[src/rtl/fifo_flit_reader_pkg.sv]
// fifo_flit_reader_pkg
//   Shared definitions for the flit read-side drain and the router write-side
//   logic: flit control-bit positions, the packet FSM state type and the
//   default downstream credit depth.
//   No ports (package).

package fifo_flit_reader_pkg;

   // Default downstream buffer depth, which is also the initial credit count.
   localparam int DEFAULT_CREDITS = 4;

   // The packet state is either waiting for a HEAD flit or forwarding body flits.
   typedef enum logic {
      IDLE = 1'b0,
      PKT  = 1'b1
   } state_t;

   // HEAD marker sits in the most significant bit of a flit.
   function automatic int head_bit(input int width);
      return width - 1;
   endfunction

   // TAIL marker sits directly below the HEAD marker.
   function automatic int tail_bit(input int width);
      return width - 2;
   endfunction

endpackage

[src/rtl/fifo_flit_reader_credit.sv]
// credit_counter
//   Up/down credit counter for credit-based flow control. It starts at the
//   downstream buffer depth, decrements when a flit is sent and increments
//   when the downstream side returns a slot. A returned credit that would push
//   the count past the buffer depth is ignored and raises a sticky error flag.
// Ports
//   clock     in   1    rising-edge clock
//   reset     in   1    asynchronous, active-high
//   inc       in   1    one credit returned by downstream
//   dec       in   1    one credit consumed by a sent flit
//   count     out  CW   current credit count
//   overflow  out  1    sticky: credit returned while already full

import fifo_flit_reader_pkg::*;

module credit_counter #(
   parameter int CREDITS = DEFAULT_CREDITS,
   parameter int CW      = 4
) (
   input  logic          clock,
   input  logic          reset,
   input  logic          inc,
   input  logic          dec,
   output logic [CW-1:0] count,
   output logic          overflow
);

   localparam logic [CW-1:0] FULL = CW'(CREDITS);

   // A simultaneous return and consume cancel out. A return while already
   // full holds the count (the surplus credit is meaningless) and latches the
   // error until reset. The consumer never decrements at zero because a send
   // requires a nonzero count.
   always_ff @(posedge clock or posedge reset) begin
      if (reset) begin
         count    <= FULL;
         overflow <= 1'b0;
      end else begin
         if (dec && !inc) begin
            count <= count - 1'b1;
         end else if (inc && !dec) begin
            if (count == FULL) begin
               overflow <= 1'b1;
            end else begin
               count <= count + 1'b1;
            end
         end
      end
   end

endmodule

[src/rtl/fifo_flit_reader.sv]
// fifo_flit_reader
//   Read-side drain for an SRL FIFO. Pops flits from the FIFO read port and
//   forwards them to a downstream router input buffer under credit-based flow
//   control. A packet, once started by a granted HEAD flit, is forwarded to
//   its TAIL without interleaving. Non-HEAD flits found while idle are orphans
//   and are discarded.
// Ports
//   clock       in   1      rising-edge clock
//   reset       in   1      asynchronous, active-high
//   fifo_data   in   WIDTH  FIFO head flit (valid when fifo_empty=0)
//   fifo_empty  in   1      FIFO empty flag
//   fifo_read   out  1      combinational pop strobe
//   enable      in   1      grant to start a new packet (HEAD flits only)
//   credit_in   in   1      downstream freed one slot
//   flit_out    out  WIDTH  registered flit to downstream
//   flit_valid  out  1      flit_out valid this cycle
//   in_packet   out  1      high between accepted HEAD and its TAIL
//   credits     out  CW     current credit count
//   drop_pulse  out  1      one cycle per discarded orphan flit
//   credit_err  out  1      sticky: credit returned while credits full

import fifo_flit_reader_pkg::*;

module fifo_flit_reader #(
   parameter int WIDTH   = 11,
   parameter int CREDITS = DEFAULT_CREDITS,
   parameter int CW      = 4
) (
   input  logic             clock,
   input  logic             reset,
   input  logic [WIDTH-1:0] fifo_data,
   input  logic             fifo_empty,
   output logic             fifo_read,
   input  logic             enable,
   input  logic             credit_in,
   output logic [WIDTH-1:0] flit_out,
   output logic             flit_valid,
   output logic             in_packet,
   output logic [CW-1:0]    credits,
   output logic             drop_pulse,
   output logic             credit_err
);

   localparam int HEAD_IDX = head_bit(WIDTH);
   localparam int TAIL_IDX = tail_bit(WIDTH);

   state_t state;
   state_t next_state;
   logic   send;
   logic   drop;
   logic   is_head;
   logic   is_tail;

   assign is_head = fifo_data[HEAD_IDX];
   assign is_tail = fifo_data[TAIL_IDX];

   credit_counter #(
      .CREDITS (CREDITS),
      .CW      (CW)
   ) u_credit_counter (
      .clock    (clock),
      .reset    (reset),
      .inc      (credit_in),
      .dec      (send),
      .count    (credits),
      .overflow (credit_err)
   );

   // Packet state register.
   always_ff @(posedge clock or posedge reset) begin
      if (reset) begin
         state <= IDLE;
      end else begin
         state <= next_state;
      end
   end

   // Pop decision and next state. Inside a packet every flit is forwarded as
   // body (even a stray HEAD) and the grant is ignored so the packet always
   // drains to its TAIL. While idle only a granted HEAD may start a packet;
   // anything else at the FIFO front is an orphan and is popped without using
   // a credit. The pop strobe is suppressed while reset is held so the FIFO
   // does not advance behind the reader's back.
   always_comb begin
      next_state = state;
      send       = 1'b0;
      drop       = 1'b0;
      if (!reset && !fifo_empty) begin
         if (state == PKT) begin
            send = (credits != '0);
         end else if (is_head) begin
            send = enable && (credits != '0);
         end else begin
            drop = 1'b1;
         end
      end
      if (send) begin
         next_state = is_tail ? IDLE : PKT;
      end
   end

   assign fifo_read = send | drop;
   assign in_packet = (state == PKT);

   // Output register: a flit popped on this edge is presented next cycle.
   // flit_out keeps its last value when nothing is sent so downstream sees a
   // stable bus; only flit_valid qualifies it.
   always_ff @(posedge clock or posedge reset) begin
      if (reset) begin
         flit_out   <= '0;
         flit_valid <= 1'b0;
         drop_pulse <= 1'b0;
      end else begin
         if (send) begin
            flit_out <= fifo_data;
         end
         flit_valid <= send;
         drop_pulse <= drop;
      end
   end

endmodule

[config.mk]
export PLATFORM = sky130hd
export DESIGN_NAME = fifo_flit_reader
export DESIGN_NICKNAME = d
export VERILOG_FILES = /design/src/rtl/fifo_flit_reader_pkg.sv /design/src/rtl/fifo_flit_reader_credit.sv /design/src/rtl/fifo_flit_reader.sv
export SDC_FILE = /design/constraint.sdc
export NUM_CORES = 1
export LEC_CHECK = 0
export BUFFER_PORTS_ARGS = -buffer_cell sky130_fd_sc_hd__buf_2
export CAP_MARGIN = 40
export CELL_PAD_IN_SITES_DETAIL_PLACEMENT = 1
export CELL_PAD_IN_SITES_GLOBAL_PLACEMENT = 1
export CORE_MARGIN = 3
export CORE_UTILIZATION = 36
export CTS_BUF_LIST = sky130_fd_sc_hd__clkbuf_8
export CTS_CLUSTER_SIZE = 12
export DETAILED_ROUTE_END_ITERATION = 10
export PLACE_DENSITY_LB_ADDON = 0.3
export SLEW_MARGIN = 20
export SYNTH_ARGS = -nofsm -noshare
export SYNTH_HDL_FRONTEND = slang
export SYNTH_SLANG_ARGS = --single-unit
[constraint.sdc]
create_clock -name clock -period 3 [get_ports clock]
set_input_delay 0.3 -clock clock [delete_from_list [all_inputs] [get_ports clock]]
set_output_delay 0.3 -clock clock [all_outputs]
set_load 0.01 [all_outputs]
==> impl_metrics.yaml, run 1 <==
synthesis:
  synth_warnings: 0
  synth_fa_ha_area_share_pct: 7.90
  avgSynthCellArea_um2: 10.1
  synth-seq-cells: 19
  synthXorXnorAreaFrac_pct: 1.97
  seq_area_frac_synth_pct: 53.7
  netlist_area_um2: 887
  syn_nets: 109
  ys_types: 21
  synth_cells: 88
  synth_simple_gate_area_share_pct: 20.3
  synth-compound-area-share_pct: 3.39
  synth_top_family_by_area: "simple AND/OR/NAND/NOR gates"
  synth.area.mux_share_pct: 4.80
drt:
  dr_total_vias: 732
  wl_mm: 2.01
  avgRoutedWirePerCell_um: 13.1
  first_pass_iters: 4
  drt_iter0_markers: 5
  ant_nets: 0
  drc: 0
  vias_per_cell: 4.78
place:
  hpwl_mm: 1.50
  routabilityCongestion: 0.815
  io_buffer_count: 35
  post_dp_cell_area_um2: 1060
  place_inst: 149
clocking:
  clockBufferDepth: 2
  htree_levels: 1
  cts_buffers: 3
  cts_tree: "built"
  root_buffer: "clkbuf_8"
  postCtsSetupBuffers: 0
  cts_hold_buf: 0
  clk-insertion-delay-late_ps: 260
  cts.sinks: 19
  ctsResizeCount: 0
  clkTransAtPathRegs_ps: 70
global_route:
  grt_max_degree: 20
  grt_pass1_vias: 809
  antenna_found_initial: 0
  overflow: 0
  grt_usage_pct: 14.5
  grt_pass1_wl_mm: 3.50
hold_path:
  hp-class: "input pin to async pin"
critical_path:
  r2r_slack_ps: 170
  worst-endpoint-arrival_ps: 2970
  worst-setup-path-type: "flip-flop to flip-flop"
  r2r_end: "u_credit_counter.count[3]"
  crit_end: "u_credit_counter.count[3]"
  startpoint: "u_credit_counter.count[2]"
  required_ps: 3140
  endpoint_kind: "flip-flop"
  worstPathMaxFanout: 14
  start_kind: "flip-flop"
  timing.rr.start: "u_credit_counter.count[2]"
  reg2regPathDepth: 9
timing:
  drv_slew: 0
  period_needed_ps: 2830
  period_share_pct: 94.2
  tightest_slew_ps: 735
  rsz0062_at_grt: "no"
  relSlewSlack_pct: 50.9
  finClkSkew_ps: 3.09
  finalSetupTns_ps: 0
  hold_violations: 0
  fmax_ghz: 0.354
  finalSetupViolations: 0
cells_and_area:
  syn_to_final_growth_pct: 25.0
  nFillCells: 282
  drive_gt1_share_pct: 33.6
  diodes: 0
  final_cell_area_um2: 1110
  final_cells: 153
  final_common_cell: "buf_2"
  layout_common_cells: "buf_2, nand2_1, dfrtp_1"
  final_nets: 147
pwr:
  powerDensity_nw_per_um2: 982
  ir_drop_v: 0.000453
  power.leakage_uw: 0.000637
floorplan:
  start_util_pct: 39.0
  core_um2: 2280
  row_count: 17
  die_x_um: 55.6
  die_h_um: 55.6
  pin_count: 36
  die_area_um2: 3100
status:
  status: "finished clean"
flow_run:
  cap_violations: 0
-- flip-flops by register name (all words and copies together) (netlist names) --
signal	cells
flit_out	11
u_credit_counter.count	4
drop_pulse	1
flit_valid	1
in_packet	1
u_credit_counter.overflow	1
-- critical path: stages, from the launching register on --
cell and delay (ps):
dfstp_2 560, nor4_1 60, or4_1 570, inv_6 150
ha_1 230, ha_1 250, a21o_1 180, a21oi_1 170
mux2i_1 210, mux2_1 330
-- worst min path at each step --
| stage | slack (ps) | to | from | cells after the start |
|---|---|---|---|---|
| 2_1_floorplan | 250 | drop_pulse | reset | 1 |
| 3_3_place_gp | 440 | u_credit_counter.overflow | u_credit_counter.overflow | 1 |
| 5_1_grt | 230 | flit_out[5] | fifo_data[5] | 3 |
| 6_report | 180 | flit_out[2] | reset | 2 |
| 4_1_cts | 200 | in_packet | reset | 2 |
| 3_5_place_dp | 460 | u_credit_counter.overflow | u_credit_counter.overflow | 1 |
-- power by group --
group / leakage (uW) / internal (uW) / switching, uW
clock: 0.0000255 / 92.4 / 87.3
combinational: 0.000379 / 202 / 243
sequential: 0.000232 / 379 / 83.8
total: 0.000637 / 674 / 415
-- routing by layer --
metal  wire length, um  vias to the layer above  track usage [%]
li1                  -                      350                -
met1               864                      351             16.0
met2               975                       26             25.0
met3               122                        5             3.48
met4                48                        0             9.03
met5                 0                        -                0
-- per-stage QoR --
stage	hold WS [ps]	total power (uW)	utilization [%]	worst slack, ps
2_1_floorplan	250	745	-	200
3_3_place_gp	438	901	46.7	255
3_5_place_dp	456	920	46.7	169
4_1_cts	204	1110	48.7	168
5_1_grt	228	1180	48.7	3.19
6_report	183	1090	48.7	174
-- cell families after synthesis --
kind of cell	Yosys count
AOI/OAI and AO/OA	5
xor gates and xnor gates	2
adders and majority gates	5
buffers and inverters	9
DFF	19
muxes	4
and+or+nand+nor	44
-- area by class of cell --
cell class,instances,area [um^2],share of cell area (%)
repair buffers,36,183,16.5
well taps,28,35.0,3.16
clock buffers,3,41.3,3.72
flip-flops and latches,19,477,43.0
multi-input cells,60,340,30.7
inverters,6,27.5,2.48
clock inverters,1,5.00,0.451
-- cells in the mapped netlist --
cell	number	area share (%)
nand2_1	34	14
dfrtp_1	18	51
inv_1	5	2.1
ha_1	4	5.6
nor2_1	4	1.7
a21o_1	2	1.7
a21oi_1	2	1.1
buf_6	2	2.5
mux2_1	2	2.5
mux2i_1	2	2.3
nor4_1	2	1.4
xnor2_1	2	2.0
and3_1	1	0.71
buf_12	1	2.3
dfstp_2	1	3.0
fa_1	1	2.3
inv_6	1	0.99
nor3_1	1	0.56
o21ai_1	1	0.56
or2_1	1	0.71
or4_1	1	0.85
No activity file was read; power rests on OpenSTA's default activity.
==> run 2, diff against run 1 <==
--- a/config.mk
+++ b/config.mk
@@ -9,8 +9,9 @@
 export CAP_MARGIN = 40
 export CELL_PAD_IN_SITES_DETAIL_PLACEMENT = 1
 export CELL_PAD_IN_SITES_GLOBAL_PLACEMENT = 1
+export CORE_ASPECT_RATIO = 1.25
 export CORE_MARGIN = 3
-export CORE_UTILIZATION = 36
+export CORE_UTILIZATION = 39
 export CTS_BUF_LIST = sky130_fd_sc_hd__clkbuf_8
 export CTS_CLUSTER_SIZE = 12
 export DETAILED_ROUTE_END_ITERATION = 10
==> constraint.sdc (replaced) <==
create_clock -name clock -period 3.3 [get_ports clock]
set_input_delay 0.33 -clock clock [delete_from_list [all_inputs] [get_ports clock]]
set_output_delay 0.33 -clock clock [all_outputs]
set_load 0.01 [all_outputs]
==> impl_metrics.yaml, run 2 (same netlist as run 1, synthesis figures left out) <==
critical_path:
  timing.rr.start: "u_credit_counter.count[2]"
  start_kind: "flip-flop"
  crit_path_max_incr_delay_ps: 570
  worst_path_most_repeated_cell: "ha_1"
  path_cells: "nor4_1 -> or4_1 -> inv_6 -> ha_1 -> ha_1 -> a21o_1 -> a21oi_1 -> mux2i_1 -> mux2_1"
  reg2regPathDepth: 9
  r2r_slack_ps: 470
  r2r_end: "u_credit_counter.count[3]"
  worstPathMaxFanout: 14
  worst-setup-path-type: "flip-flop to flip-flop"
  worst-endpoint-arrival_ps: 2970
  endpoint_kind: "flip-flop"
  required_ps: 3430
  cp_slowest_cell: "or4_1"
floorplan:
  die_h_um: 59.3
  die_x_um: 48.7
  core_um2: 2070
  row_count: 18
  start_util_pct: 42.8
  pin_count: 36
  die_area_um2: 2890
place:
  place_inst: 151
  hpwl_mm: 1.53
  io_buffer_count: 35
  routabilityCongestion: 0.883
  post_dp_cell_area_um2: 1060
clocking:
  root_buffer: "clkbuf_8"
  clkTransAtPathRegs_ps: 70
  htree_levels: 1
  cts.sinks: 19
  cts_tree: "built"
  clockBufferDepth: 2
  cts_hold_buf: 0
  ctsResizeCount: 0
  clk-insertion-delay-late_ps: 250
  cts_buffers: 3
  postCtsSetupBuffers: 0
flow_run:
  cap_violations: 0
cells_and_area:
  syn_to_final_growth_pct: 25.2
  top_register: "flit_out"
  multi_input_area_um2: 340
  final_cells: 155
  largest_reg_flops: 11
  final_cell_area_um2: 1110
  nFillCells: 263
  drive_gt1_share_pct: 33.6
  top_regs: "flit_out: 11 flops, u_credit_counter.count: 4 flops"
  final_nets: 147
  diodes: 0
  layout_common_cells: "buf_2, nand2_1, dfrtp_1"
  regArea_um2: 477
  final_common_cell: "buf_2"
pwr:
  p_int_uw: 612
  seq_power_share_pct: 42.6
  powerDensity_nw_per_um2: 886
  p_total_uw: 984
  power.share.clock_pct: 16.1
  p_comb_share_pct: 41.2
  ir_drop_v: 0.000533
  p_sw_uw: 372
  swShare_pct: 37.8
  power.leakage_uw: 0.000637
global_route:
  grt_pass1_vias: 709
  grt_max_degree: 20
  grt_pass1_wl_mm: 3.31
  antenna_found_initial: 0
  grt_usage_pct: 14.8
  overflow: 0
timing:
  hold_violations: 0
  finalSetupViolations: 0
  period_needed_ps: 2830
  hold_slack_ps: 212
  period_share_pct: 85.8
  rsz0062_at_grt: "no"
  finClkSkew_ps: 1.79
  fmax_ghz: 0.353
  finalSetupTns_ps: 0
  drv_slew: 0
  tightest_slew_ps: 736
  relSlewSlack_pct: 50.9
drt:
  drt_iter0_markers: 7
  first_pass_iters: 3
  drc: 0
  vias_per_cell: 4.57
  ant_nets: 0
  avgRoutedWirePerCell_um: 12.6
  dr_total_vias: 708
  wl_mm: 1.95
hold_path:
  hp-class: "input pin to async pin"
status:
  status: "finished clean"
==> run 2: through the flow <==
step,util (%),setup slack (ps)
floorplan,-,500
CTS,53.6,451
finish,53.6,469
detailed placement,51.4,460
global route,53.6,331
global placement,51.4,552
==> run 2: how the worst max path moves through the flow <==
stage / start / end
2_1_floorplan: u_credit_counter.count[2] / u_credit_counter.count[3]
3_3_place_gp: u_credit_counter.count[2] / u_credit_counter.count[3]
3_5_place_dp: u_credit_counter.count[2] / u_credit_counter.count[3]
4_1_cts: u_credit_counter.count[2] / u_credit_counter.count[3]
5_1_grt: u_credit_counter.count[2] / u_credit_counter.count[3]
6_report: u_credit_counter.count[2] / u_credit_counter.count[3]
==> run 2: layer usage <==
layer | GRT usage [%] | routed length [um] | share of wire [%] | up-vias
met2 | 27.8 | 1000 | 52 | 18
li1 | - | - | - | 350
met1 | 17.5 | 846 | 43 | 338
met5 | 0 | 0 | 0 | -
met4 | 3.66 | 14 | 0.72 | 0
met3 | 2.77 | 82 | 4.2 | 2
==> run 2: cell type report <==
type | instances | area share [%]
Sequential cell | 19 | 42.9
Multi-Input combinational cell | 60 | 30.6
Timing Repair Buffer | 36 | 16.4
Clock buffer | 3 | 3.72
Tap cell | 30 | 3.38
Inverter | 6 | 2.48
Clock inverter | 1 | 0.450
==> run 2: critical path, delay by kind of cell (launching register included) <==
kind	cells	cell delay [ps]
AOI/OAI and AO/OA	2	340
adders and majority gates	2	500
buffers and inverters	1	160
DFF	1	560
muxes	2	540
and+or+nand+nor	2	620
==> run 2: power by group through the flow <==
stage	registers, uW	logic, uW	clock network (uW)
floorplan	468	210	0
global placement	418	396	0
detailed placement	425	415	0
CTS	422	417	164
global route	438	464	177
finish	420	406	159
